## src/rtl/hcsr04_responder.sv

```systemverilog
// hcsr04_responder: sensor end of an HC-SR04 trig/echo link.
// Accepts a trigger pulse, waits a fixed burst delay, then drives an echo pulse whose
// width is clamp(distance_cm) * CYC_PER_CM clocks, or TIMEOUT_CYC when no object is present.
//
// Ports:
//   clk_clk        system clock
//   reset_reset_n  synchronous active-low reset
//   hctrig_export  trigger from processor PIO (asynchronous, synchronized here)
//   distance_cm    simulated distance in cm, sampled on the trigger fall cycle
//   obj_present    0 = no target, echo uses the timeout width
//   hcecho_export  echo pulse to processor PIO
//   busy           high while in DELAY/ECHO/HOLDOFF
//   trig_err       one-cycle pulse: trigger shorter than TRIG_MIN_CYC
//   trig_ignored   one-cycle pulse: trigger rise seen while busy
module hcsr04_responder #(
  parameter int unsigned TRIG_MIN_CYC    = 500,
  parameter int unsigned BURST_DELAY_CYC = 23000,
  parameter int unsigned CYC_PER_CM      = 2900,
  parameter int unsigned MIN_CM          = 2,
  parameter int unsigned MAX_CM          = 400,
  parameter int unsigned TIMEOUT_CYC     = 1900000,
  parameter int unsigned HOLDOFF_CYC     = 500000
) (
  input  logic       clk_clk,
  input  logic       reset_reset_n,
  input  logic       hctrig_export,
  input  logic [8:0] distance_cm,
  input  logic       obj_present,
  output logic       hcecho_export,
  output logic       busy,
  output logic       trig_err,
  output logic       trig_ignored
);

  localparam int unsigned HiW    = $clog2(TRIG_MIN_CYC + 1);
  localparam int unsigned DlyW   = $clog2(BURST_DELAY_CYC + 1);
  localparam int unsigned HoldW  = $clog2(HOLDOFF_CYC + 1);
  localparam int unsigned CmW    = $clog2(MAX_CM + 1);
  // The sub-cycle counter doubles as the flat timeout counter when no object is present.
  localparam int unsigned SubMax = (TIMEOUT_CYC > CYC_PER_CM) ? TIMEOUT_CYC : CYC_PER_CM;
  localparam int unsigned SubW   = $clog2(SubMax + 1);

  localparam logic [HiW-1:0]   HiMin    = HiW'(TRIG_MIN_CYC);
  localparam logic [DlyW-1:0]  DlyLast  = DlyW'(BURST_DELAY_CYC - 1);
  localparam logic [HoldW-1:0] HoldLast = HoldW'(HOLDOFF_CYC - 1);
  localparam logic [SubW-1:0]  CpcLast  = SubW'(CYC_PER_CM - 1);
  localparam logic [SubW-1:0]  ToLast   = SubW'(TIMEOUT_CYC - 1);
  localparam logic [8:0]       MinCm    = 9'(MIN_CM);
  localparam logic [8:0]       MaxCm    = 9'(MAX_CM);

  typedef enum logic [2:0] {
    StIdle,
    StTrigHi,
    StDelay,
    StEcho,
    StHoldoff
  } state_e;

  state_e           state_q, state_d;
  logic             sync1_q, trig_s_q, trig_d_q;
  logic [HiW-1:0]   hi_cnt_q, hi_cnt_d;
  logic [DlyW-1:0]  dly_cnt_q, dly_cnt_d;
  logic [HoldW-1:0] hold_cnt_q, hold_cnt_d;
  logic [CmW-1:0]   cm_cnt_q, cm_cnt_d;
  logic [SubW-1:0]  sub_cnt_q, sub_cnt_d;
  logic             obj_q, obj_d;
  logic             echo_q, echo_d;
  logic             busy_q, busy_d;
  logic             err_q, err_d;
  logic             ign_q, ign_d;

  logic             trig_rise, trig_fall;
  logic [8:0]       dist_clamped;
  logic [SubW-1:0]  sub_last;

  assign trig_rise = trig_s_q & ~trig_d_q;
  assign trig_fall = ~trig_s_q & trig_d_q;
  assign sub_last  = obj_q ? CpcLast : ToLast;

  always_comb begin
    if (distance_cm < MinCm) begin
      dist_clamped = MinCm;
    end else if (distance_cm > MaxCm) begin
      dist_clamped = MaxCm;
    end else begin
      dist_clamped = distance_cm;
    end
  end

  always_comb begin
    state_d    = state_q;
    hi_cnt_d   = hi_cnt_q;
    dly_cnt_d  = dly_cnt_q;
    hold_cnt_d = hold_cnt_q;
    cm_cnt_d   = cm_cnt_q;
    sub_cnt_d  = sub_cnt_q;
    obj_d      = obj_q;
    echo_d     = echo_q;
    err_d      = 1'b0;
    ign_d      = 1'b0;

    unique case (state_q)
      StIdle: begin
        // Edge-based entry: a trigger still high from a busy period is never accepted.
        if (trig_rise) begin
          state_d  = StTrigHi;
          hi_cnt_d = HiW'(1);
        end
      end
      StTrigHi: begin
        if (trig_fall) begin
          if (hi_cnt_q >= HiMin) begin
            state_d   = StDelay;
            // The fall cycle itself counts as the first delay clock.
            dly_cnt_d = DlyW'(1);
            obj_d     = obj_present;
            cm_cnt_d  = obj_present ? CmW'(dist_clamped) : CmW'(1);
          end else begin
            state_d = StIdle;
            err_d   = 1'b1;
          end
        end else if (trig_s_q && (hi_cnt_q != HiMin)) begin
          hi_cnt_d = hi_cnt_q + HiW'(1);
        end
      end
      StDelay: begin
        ign_d = trig_rise;
        if (dly_cnt_q >= DlyLast) begin
          state_d   = StEcho;
          echo_d    = 1'b1;
          sub_cnt_d = '0;
        end else begin
          dly_cnt_d = dly_cnt_q + DlyW'(1);
        end
      end
      StEcho: begin
        ign_d = trig_rise;
        if (sub_cnt_q == sub_last) begin
          sub_cnt_d = '0;
          cm_cnt_d  = cm_cnt_q - CmW'(1);
          if (cm_cnt_q == CmW'(1)) begin
            state_d    = StHoldoff;
            echo_d     = 1'b0;
            hold_cnt_d = '0;
          end
        end else begin
          sub_cnt_d = sub_cnt_q + SubW'(1);
        end
      end
      StHoldoff: begin
        ign_d = trig_rise;
        if (hold_cnt_q >= HoldLast) begin
          state_d = StIdle;
        end else begin
          hold_cnt_d = hold_cnt_q + HoldW'(1);
        end
      end
      default: begin
        state_d = StIdle;
        echo_d  = 1'b0;
      end
    endcase

    busy_d = (state_d == StDelay) || (state_d == StEcho) || (state_d == StHoldoff);
  end

  always_ff @(posedge clk_clk) begin
    if (!reset_reset_n) begin
      state_q    <= StIdle;
      sync1_q    <= 1'b0;
      trig_s_q   <= 1'b0;
      trig_d_q   <= 1'b0;
      hi_cnt_q   <= '0;
      dly_cnt_q  <= '0;
      hold_cnt_q <= '0;
      cm_cnt_q   <= '0;
      sub_cnt_q  <= '0;
      obj_q      <= 1'b0;
      echo_q     <= 1'b0;
      busy_q     <= 1'b0;
      err_q      <= 1'b0;
      ign_q      <= 1'b0;
    end else begin
      state_q    <= state_d;
      sync1_q    <= hctrig_export;
      trig_s_q   <= sync1_q;
      trig_d_q   <= trig_s_q;
      hi_cnt_q   <= hi_cnt_d;
      dly_cnt_q  <= dly_cnt_d;
      hold_cnt_q <= hold_cnt_d;
      cm_cnt_q   <= cm_cnt_d;
      sub_cnt_q  <= sub_cnt_d;
      obj_q      <= obj_d;
      echo_q     <= echo_d;
      busy_q     <= busy_d;
      err_q      <= err_d;
      ign_q      <= ign_d;
    end
  end

  assign hcecho_export = echo_q;
  assign busy          = busy_q;
  assign trig_err      = err_q;
  assign trig_ignored  = ign_q;

endmodule
```

## config.mk

```make
export PLATFORM = sky130hd
export DESIGN_NAME = hcsr04_responder
export DESIGN_NICKNAME = d
export VERILOG_FILES = /design/src/rtl/hcsr04_responder.sv
export SDC_FILE = /design/constraint.sdc
export NUM_CORES = 1
export LEC_CHECK = 0
export CAP_MARGIN = 20
export CORE_MARGIN = 5
export CORE_UTILIZATION = 40
export CTS_BUF_LIST = sky130_fd_sc_hd__clkbuf_16
export CTS_CLUSTER_SIZE = 8
export DETAILED_ROUTE_END_ITERATION = 10
export PLACE_DENSITY_LB_ADDON = 0.08
export SLEW_MARGIN = 30
export SYNTH_ARGS = -nofsm -noshare
export SYNTH_HDL_FRONTEND = slang
export SYNTH_SLANG_ARGS = --single-unit
```

## constraint.sdc

```tcl
create_clock -name clk_clk -period 2.2 [get_ports clk_clk]
set_input_delay 0.44 -clock clk_clk [delete_from_list [all_inputs] [get_ports clk_clk]]
set_output_delay 0.44 -clock clk_clk [all_outputs]
set_load 0.01 [all_outputs]
```

==> results.py, run 1 <==
metrics = {
    "critical_path": {
        "critPathMaxStageDelay_ns": 0.51,
        "r2r_start": "cm_cnt_q[5]",
        "crit_path_cell_trace": "or3_4 > or4_4 > a211o_4 > a2111oi_4 > nand4_1 > a21oi_2",
        "r2r_end": "hold_cnt_q[14]",
        "required_ns": 2.48,
        "startpoint_type": "flop",
        "crit_type": "reg -> reg",
        "crit_arrival_ns": 2.66,
        "r2r_cells": 6,
        "cpMaxStageDelayCell": "or4_4",
        "cp_num_cells": 6,
        "cp_num_buf_inv": 0,
        "crit_path_end_kind": "flop",
        "path_delay_family": "simple AND/OR/NAND/NOR gates",
        "r2r_slack_ns": -0.18,
        "path_max_fanout": 7,
    },
    "clock_tree": {
        "cts.sinks": 84,
        "cts.htree.levels": 3,
        "hold_buffers": 0,
        "clockRootBuffer": "clkbuf_16",
        "cts.path.max_buffers": 2,
        "clk_pin_slew_worst_paths_ns": 0.06,
        "cts_tree": "done",
        "cts_buffers": 9,
        "clk_latency_ns": 0.35,
    },
    "routing": {
        "wire_per_inst_um": 15.2,
        "vias_per_cell": 5.47,
        "antenna_left": 0,
        "dr.pass1.iters": 4,
        "drc": 0,
        "routed_wl_um": 12300,
        "drtIter0Drc": 268,
        "vias": 4436,
    },
    "logic_synthesis": {
        "yosysSeqAreaShare_pct": 37.2,
        "async_flop_share_pct": 0,
        "syn-num-nets": 578,
        "syn-instance-count": 558,
        "synthFlopType": "dfxtp_1",
        "avgSynthCellArea_um2": 8.11,
        "synth_warnings": 0,
        "yosysTopAreaCell": "dfxtp_1",
        "yosysUniqueCellTypes": 68,
        "synth_edf_count": 0,
        "synth_top_area_share_pct": 37.2,
        "synthTopCellsByArea": "dfxtp_1 (37%), xnor2_1 (5.8%), nor2_1 (4.8%), o21ai_0 (4.4%), nand2_1 (4.2%)",
        "synth_most_common_cell": "dfxtp_1",
        "ys_top_cells_by_count": "dfxtp_1 (84), nor2_1 (58), nand2_1 (51)",
        "ys_ff_latch": 84,
        "synth.cell_area_um2": 4520,
    },
    "global_route": {
        "antenna_found_initial": 0,
        "grt_pass1_vias": 4298,
        "grt_use_total_pct": 18.4,
        "grt_pass1_wl_um": 20000,
        "grt_max_degree": 22,
        "grt_overflow": 0,
    },
    "hold_path": {
        "whs_path_depth": 1,
        "hold_path_class": "reg -> reg",
        "hp-start": "sync1_q",
        "min_to": "trig_s_q",
    },
    "die": {
        "boundaryPins": 17,
        "row_count": 38,
        "dieHeight_um": 116,
        "fp.dieW_um": 116,
        "start_util_pct": 41.2,
        "coreArea_um2": 11000,
        "die_area_um2": 13500,
    },
    "place": {
        "placed_cells": 784,
        "hpwlAfterDp_um": 8500,
        "post_dp_cell_area_um2": 5500,
        "finalWeightedCongestion": 0.857,
        "io_buffers": 16,
    },
    "sta": {
        "maxSlewViolCount": 0,
        "grt_setup_unrepaired": "true",
        "fin_worst_skew_ns": 0.00890,
        "setup_viol": 17,
        "max-slew-margin-rel_pct": 66.9,
        "worst_pin_slew_ns": 0.496,
        "max_freq_mhz": 421,
        "post-route-period-util_pct": 108,
        "whs_ns": 0.436,
        "hold_viol_final": 0,
        "setup_tns_ns": -1.62,
        "layout_setup_ws_ns": -0.176,
        "min_period_ns": 2.38,
    },
    "cells_and_area": {
        "fin_nets": 686,
        "drive_gt1_share_pct": 27.6,
        "fin_cells": 811,
        "fin_util_pct": 56.9,
        "fin_area_um2": 6250,
        "diodes": 0,
        "area_growth_pct": 38.1,
    },
    "status": {
        "violations": "negative setup slack",
        "outcome": "finished, violations left",
    },
    "pwr": {
        "power.density_nw_per_um2": 521,
        "peakVddDrop_v": 0.000737,
        "leakage_nw": 2.19,
    },
    "run": {
        "cap_violations": 0,
    },
}
[registers in the layout, indices dropped and copies added, names as in the netlist]
| signal | count |
|---|---|
| trig_ignored | 1 |
| trig_d_q | 1 |
| cm_cnt_q | 9 |
| sub_cnt_q | 21 |
| hcecho_export | 1 |
| dly_cnt_q | 15 |
| hold_cnt_q | 19 |
| trig_s_q | 1 |
| trig_err | 1 |
| hi_cnt_q | 9 |
| sync1_q | 1 |
| obj_q | 1 |
| state_q | 3 |
| busy | 1 |
[cells by family after synthesis]
logic type,after synthesis,synth area share [%]
buffers and inverters,44,4.04
xor gates and xnor gates,40,7.74
and+or+nand+nor,239,26.7
muxes,1,0.221
adders and majority gates,7,1.94
DFF,84,37.2
AOI/OAI and AO/OA,143,22.2
[routing by layer]
metal,GRT usage [%],part of all wire (%),up-vias
met4,7.27,2.0,0
met3,4.35,4.2,21
met2,29.6,46,90
met5,0,0,-
li1,-,-,2249
met1,23.8,48,2076
[placed cells by master (no fill, tap or decap), types with 9 or more instances in the layout]
cell type        count
and3_1              10
nand3_1             30
xnor2_1             30
dfxtp_1             76
o21ai_0             26
o21ai_1             14
a21oi_1             25
buf_4               89
nand4_1             14
nand2_1             51
or3_1               13
nor3_1              18
nor2_1              55
inv_1               26
xor2_1              10
clkbuf_16            9
clkdlybuf4s50_1     16
[metrics by stage]
| step | worst slack (ns) | power [mW] |
|---|---|---|
| final | -0.176 | 3.25 |
| after global routing | -0.262 | 3.36 |
| after CTS | -0.179 | 3.28 |
| after detailed placement | -0.194 | 1.69 |
| after global placement | -0.137 | 1.68 |
| after floorplan | -0.110 | 1.62 |
[power breakdown]
group	switching (mW)	internal (mW)
logic	0.0705	0.0585
registers	0.00345	1.52
clock network	0.616	0.980
[repair_timing]
action	in CTS	in global routing
endpoints found under the setup margin	39	58
setup buffers	2	7
resized for setup	28	70
cloned	1	1
pin swaps	10	31
[worst max-delay path by stage]
stage               slack, ns     startpoint        endpoint
detailed placement      -0.19    cm_cnt_q[4]  hold_cnt_q[12]
global route            -0.26  sub_cnt_q[20]  hold_cnt_q[14]
finish                  -0.18    cm_cnt_q[5]  hold_cnt_q[14]
CTS                     -0.18    cm_cnt_q[5]  hold_cnt_q[14]
global placement        -0.14     state_q[0]   dly_cnt_q[11]
floorplan               -0.11     state_q[2]  hold_cnt_q[16]
[area by class of cell]
cell class / count / area, µm²
Clock buffer: 9 / 225
Sequential cell: 84 / 1690
Clock inverter: 7 / 83.8
Inverter: 24 / 90.1
Multi-Input combinational cell: 432 / 3020
Timing Repair Buffer: 115 / 958
Tap cell: 140 / 175
Fill cell: 1004 / 4740
Power figures use the tool's default switching activity.
==> run 2, diff against run 1 <==
--- a/config.mk
+++ b/config.mk
@@ -6,7 +6,6 @@
 export NUM_CORES = 1
 export LEC_CHECK = 0
 export CAP_MARGIN = 20
-export CORE_MARGIN = 5
 export CORE_UTILIZATION = 40
 export CTS_BUF_LIST = sky130_fd_sc_hd__clkbuf_16
 export CTS_CLUSTER_SIZE = 8
==> run 2 against run 1 <==
The run still ends with negative setup slack left. Die area is 13% lower. Clock skew is 0.00083 ns lower. Combinational power is 3% lower. Routed wire length is 4.5% lower. Clock power hardly changed. Critical path type unchanged. Setup slack worse by 0.0017 ns. Sequential power hardly changed. First-iteration DRC count is 1.1% lower. Utilization is 0.087 points higher. Register-to-register slack hardly changed. Non-clock buffer count is 10 higher. Critical endpoint is now hold_cnt_q[16].
==> results.py, run 2 (synthesized netlist as in run 1, its figures left out) <==
metrics = {
    "status": {
        "outcome": "finished, violations left",
        "violations": "negative setup slack",
    },
    "pwr": {
        "leakage_nw": 2.22,
        "p_comb_share_pct": 3.9,
        "power_switching_uw": 683,
        "pwr-share-clk_pct": 49.1,
        "seqPwrFrac_pct": 47.1,
        "peakVddDrop_v": 0.000317,
        "p_sw_share_pct": 21.0,
        "intPower_mw": 2.56,
        "power.density_nw_per_um2": 521,
    },
    "global_route": {
        "antenna_found_initial": 0,
        "grt_overflow": 0,
        "grt_use_total_pct": 21.1,
        "grt_pass1_vias": 4206,
        "grt_pass1_wl_um": 19500,
        "grt_max_degree": 22,
    },
    "critical_path": {
        "path_max_fanout": 7,
        "crit_type": "reg -> reg",
        "critPathMaxStageDelay_ns": 0.52,
        "crit_path_cell_trace": "nor4_4 > or4bb_4 > a211o_4 > buf_4 > a2111oi_4 > xnor2_1 > nor2_2",
        "crit_arrival_ns": 2.61,
        "crit_path_end_kind": "flop",
        "required_ns": 2.44,
        "cpMaxStageDelayCell": "or4bb_4",
        "startpoint_type": "flop",
    },
    "sta": {
        "maxSlewViolCount": 0,
        "max-slew-margin-rel_pct": 70.0,
        "min_period_ns": 2.38,
        "post-route-period-util_pct": 108,
        "setup_viol": 17,
        "setup_tns_ns": -1.71,
        "hold_viol_final": 0,
        "worst_pin_slew_ns": 0.446,
        "layout_setup_ws_ns": -0.178,
        "whs_ns": 0.431,
        "grt_setup_unrepaired": "true",
        "max_freq_mhz": 421,
        "fin_worst_skew_ns": 0.00807,
    },
    "cells_and_area": {
        "fin_util_pct": 57.0,
        "final_common_cell": "buf_4",
        "drive_gt1_share_pct": 26.2,
        "fin_cells": 819,
        "diodes": 0,
        "largest_reg_flops": 21,
        "area_growth_pct": 37.7,
        "nFillCells": 1020,
        "final_cell_mix": "buf_4 (103), dfxtp_1 (78), nor2_1 (58)",
        "fin_nets": 694,
        "largest_registers": "sub_cnt_q: 21 flops, hold_cnt_q: 19 flops, dly_cnt_q: 15 flops",
        "top_register": "sub_cnt_q",
    },
    "die": {
        "coreArea_um2": 10900,
        "row_count": 38,
        "die_area_um2": 11700,
        "boundaryPins": 17,
        "start_util_pct": 41.4,
        "dieHeight_um": 108,
        "fp.dieW_um": 108,
    },
    "routing": {
        "vias_per_cell": 5.47,
        "wire_per_inst_um": 14.4,
        "top_layer_used": "met4",
        "wl_met3_um": 323,
        "drc": 0,
        "routed_wl_um": 11800,
        "antenna_left": 0,
        "vias": 4481,
        "dr.pass1.iters": 4,
        "m1WireLength_um": 5550,
        "routed-wl-met2_um": 5690,
        "drtIter0Drc": 265,
    },
    "clock_tree": {
        "clk_pin_slew_worst_paths_ns": 0.07,
        "cts_buffers": 9,
        "cts.htree.levels": 3,
        "hold_buffers": 0,
        "clk_latency_ns": 0.34,
        "cts.sinks": 84,
        "cts_tree": "done",
        "cts.path.max_buffers": 2,
        "clockRootBuffer": "clkbuf_16",
    },
    "place": {
        "placed_cells": 791,
        "io_buffers": 16,
        "finalWeightedCongestion": 0.826,
        "hpwlAfterDp_um": 8380,
    },
    "hold_path": {
        "hold_path_class": "reg -> reg",
    },
    "run": {
        "cap_violations": 0,
    },
}
[run 2: changes by cell type in the layout (fill, tap and decap cells not counted), moves of 5 or more]
cell	before	now
buf_6	8	0
a211oi_2	7	2
buf_4	89	103
o21ai_1	14	4
o21ai_0	26	36
[run 2: through the flow]
step           power [mW]  setup slack [ns]  area [µm²]
2_1_floorplan        1.62            -0.110        4580
3_3_place_gp         1.68            -0.130        5590
3_5_place_dp         1.68            -0.179        5590
4_1_cts              3.29            -0.145        6000
5_1_grt              3.36            -0.262        6230
6_report             3.25            -0.178        6230
[run 2: power by group through the flow]
stage	Sequential, mW	Clock (mW)	Combinational [mW]
floorplan	1.56	0	0.0548
global placement	1.56	0	0.121
detailed placement	1.56	0	0.122
CTS	1.53	1.63	0.122
global route	1.53	1.69	0.135
finish	1.53	1.59	0.125
[run 2: timing repair]
item,in CTS,in global routing
setup endpoints to repair,32,53
gates resized for setup,23,31
buffers inserted,3,8
pin swaps,6,12
gates cloned,0,1
[run 2: layer usage]
layer / vias up / track usage, %
met1: 2144 / 27.3
li1: 2256 / -
met2: 67 / 35.1
met4: 0 / 8.69
met5: - / 0
met3: 14 / 3.07
[run 2: worst paths after layout]
path                      start              to  slack (ns)  cells after the start
setup / recovery  sub_cnt_q[15]  hold_cnt_q[16]       -0.18                      7
hold / removal          sync1_q        trig_s_q        0.43                      1
setup reg to reg  sub_cnt_q[15]  hold_cnt_q[16]       -0.18                      7
hold reg to reg         sync1_q        trig_s_q        0.43                      1
[run 2: layout make-up]
cell class                      count  area [µm²]  share of cell area [%]
Clock buffer                        9         225                    3.62
Timing Repair Buffer              125        1060                    17.0
Sequential cell                    84        1690                    27.2
Inverter                           24        90.1                    1.45
Multi-Input combinational cell    430        2910                    46.7
Tap cell                          140         175                    2.81
Clock inverter                      7        82.6                    1.33
[run 2: critical path: cells and delay by family, from the launching register on]
family | cells | cell delay, ns
AND/OR/NAND/NOR | 3 | 0.88
buffers and inverters | 1 | 0.17
XOR/XNOR | 1 | 0.17
flip-flops | 1 | 0.34
AO/OA/AOI/OAI | 2 | 0.72
==> run 3, diff against run 2 <==
--- a/config.mk
+++ b/config.mk
@@ -10,7 +10,7 @@
 export CTS_BUF_LIST = sky130_fd_sc_hd__clkbuf_16
 export CTS_CLUSTER_SIZE = 8
 export DETAILED_ROUTE_END_ITERATION = 10
-export PLACE_DENSITY_LB_ADDON = 0.08
+export PLACE_DENSITY = 0.69
 export SLEW_MARGIN = 30
 export SYNTH_ARGS = -nofsm -noshare
 export SYNTH_HDL_FRONTEND = slang
==> run 3 against run 2 <==
The run still ends with negative setup slack left. Fmax grew 1.2%. Via count shrank 0.11%. Sequential share of layout area grew 1.4 points. Hold slack gained 0.0023 ns. Clock power shrank 7%. Critical endpoint is now hold_cnt_q[14]. Largest cell class unchanged. Highest routed layer unchanged.
==> results.py, run 3 (synthesized netlist as in run 1, its figures left out) <==
metrics = {
    "pwr": {
        "pwr-share-clk_pct": 47.3,
        "intPower_mw": 2.37,
        "seqPwrFrac_pct": 48.9,
        "leakage_nw": 2.09,
        "p_comb_share_pct": 3.8,
        "power_switching_uw": 751,
        "peakVddDrop_v": 0.000342,
        "power.density_nw_per_um2": 528,
        "p_sw_share_pct": 24.1,
    },
    "critical_path": {
        "crit_arrival_ns": 2.59,
        "crit_path_end_kind": "flop",
        "r2r_slack_ns": -0.15,
        "required_ns": 2.44,
        "crit_start": "cm_cnt_q[5]",
        "r2r_start": "cm_cnt_q[5]",
        "crit_type": "reg -> reg",
        "path_max_fanout": 8,
        "startpoint_type": "flop",
    },
    "place": {
        "hpwlAfterDp_um": 8050,
        "io_buffers": 16,
        "finalWeightedCongestion": 0.879,
        "placed_cells": 767,
    },
    "cells_and_area": {
        "largest_reg_flops": 21,
        "largest_registers": "sub_cnt_q: 21 flops, hold_cnt_q: 19 flops, dly_cnt_q: 15 flops",
        "final_cell_mix": "dfxtp_1 (78), buf_4 (78), nor2_1 (56)",
        "diodes": 0,
        "regArea_um2": 1690,
        "drive_gt1_share_pct": 23.1,
        "nFillCells": 951,
        "area_growth_pct": 30.7,
        "top_register": "sub_cnt_q",
        "fin_cells": 795,
        "multiInputGateArea_um2": 2840,
        "fin_nets": 670,
    },
    "sta": {
        "setup_viol": 21,
        "setup_tns_ns": -1.88,
        "maxSlewViolCount": 0,
        "grt_setup_unrepaired": "true",
        "max-slew-margin-rel_pct": 68.9,
        "max_freq_mhz": 426,
        "hold_viol_final": 0,
        "layout_setup_ws_ns": -0.149,
        "min_period_ns": 2.35,
        "fin_worst_skew_ns": 0.00634,
        "whs_ns": 0.433,
        "worst_pin_slew_ns": 0.466,
        "post-route-period-util_pct": 107,
    },
    "global_route": {
        "grt_overflow": 0,
        "grt_use_total_pct": 20.2,
        "grt_pass1_vias": 4174,
        "grt_max_degree": 22,
        "antenna_found_initial": 0,
        "grt_pass1_wl_um": 18700,
    },
    "routing": {
        "routed_wl_um": 11700,
        "drc": 0,
        "wire_per_inst_um": 14.7,
        "antenna_left": 0,
        "vias_per_cell": 5.63,
        "vias": 4476,
        "drtIter0Drc": 306,
        "dr.pass1.iters": 5,
    },
    "die": {
        "fp.dieW_um": 108,
        "die_area_um2": 11700,
        "dieHeight_um": 108,
        "row_count": 38,
        "boundaryPins": 17,
        "start_util_pct": 41.4,
        "coreArea_um2": 10900,
    },
    "clock_tree": {
        "cts.sinks": 84,
        "clk_latency_ns": 0.35,
        "cts.htree.levels": 3,
        "cts.path.max_buffers": 2,
        "hold_buffers": 0,
        "cts_tree": "done",
        "clk_pin_slew_worst_paths_ns": 0.07,
        "cts_buffers": 9,
        "clockRootBuffer": "clkbuf_16",
    },
    "hold_path": {
        "hp-start": "sync1_q",
        "hold_path_class": "reg -> reg",
    },
    "status": {
        "violations": "negative setup slack",
        "outcome": "finished, violations left",
    },
    "run": {
        "cap_violations": 0,
    },
}
run 3: layout make-up:
type                            count  share of cell area, %
Multi-Input combinational cell    431                   48.0
Sequential cell                    84                   28.6
Timing Repair Buffer              100                   14.0
Clock buffer                        9                   3.81
Tap cell                          140                   2.96
Inverter                           24                   1.52
Clock inverter                      7                   1.06
run 3: routing by layer:
layer	vias to the layer above	track usage, %	routed length (µm)
met5	-	0	0
met4	0	7.34	200
met3	16	5.06	585
met2	115	33.5	5650
met1	2120	25.3	5240
li1	2225	-	-
run 3: per-stage QoR:
step	util [%]	power, mW	setup slack, ns	cell area, µm²
after floorplan	-	1.62	-0.110	4580
after global placement	49.1	1.68	-0.119	5370
after detailed placement	49.1	1.68	-0.200	5370
after CTS	52.9	3.14	-0.127	5780
after global routing	54.1	3.22	-0.202	5910
final	54.1	3.12	-0.149	5910
run 3: path summary, 6_finish.rpt:
| check | end | depth (start not counted) |
|---|---|---|
| min reg2reg | trig_s_q | 1 |
| max | hold_cnt_q[14] | 6 |
| min | trig_s_q | 1 |
| max reg2reg | hold_cnt_q[14] | 6 |
run 3: worst max-delay path: stages (launching register included):
cell and delay, ns:
dfxtp_1 0.31, or3_4 0.42, or4_4 0.51, a211o_4 0.37
a2111oi_4 0.37, a31o_2 0.21, a21oi_1 0.05
run 3: power groups by stage:
stage                     clock, mW  combinational, mW  sequential, mW
final                          1.48              0.118            1.53
after global routing           1.56              0.129            1.53
after CTS                      1.50              0.117            1.53
after detailed placement          0              0.116            1.56
after global placement            0              0.114            1.56
after floorplan                   0             0.0548            1.56
run 3: repair_timing:
item,CTS,global route
buffers inserted,6,5
pin swaps,5,16
cloned,0,1
endpoints found under the setup margin,29,54
endpoints found under the hold margin,0,0
gates resized for setup,22,26
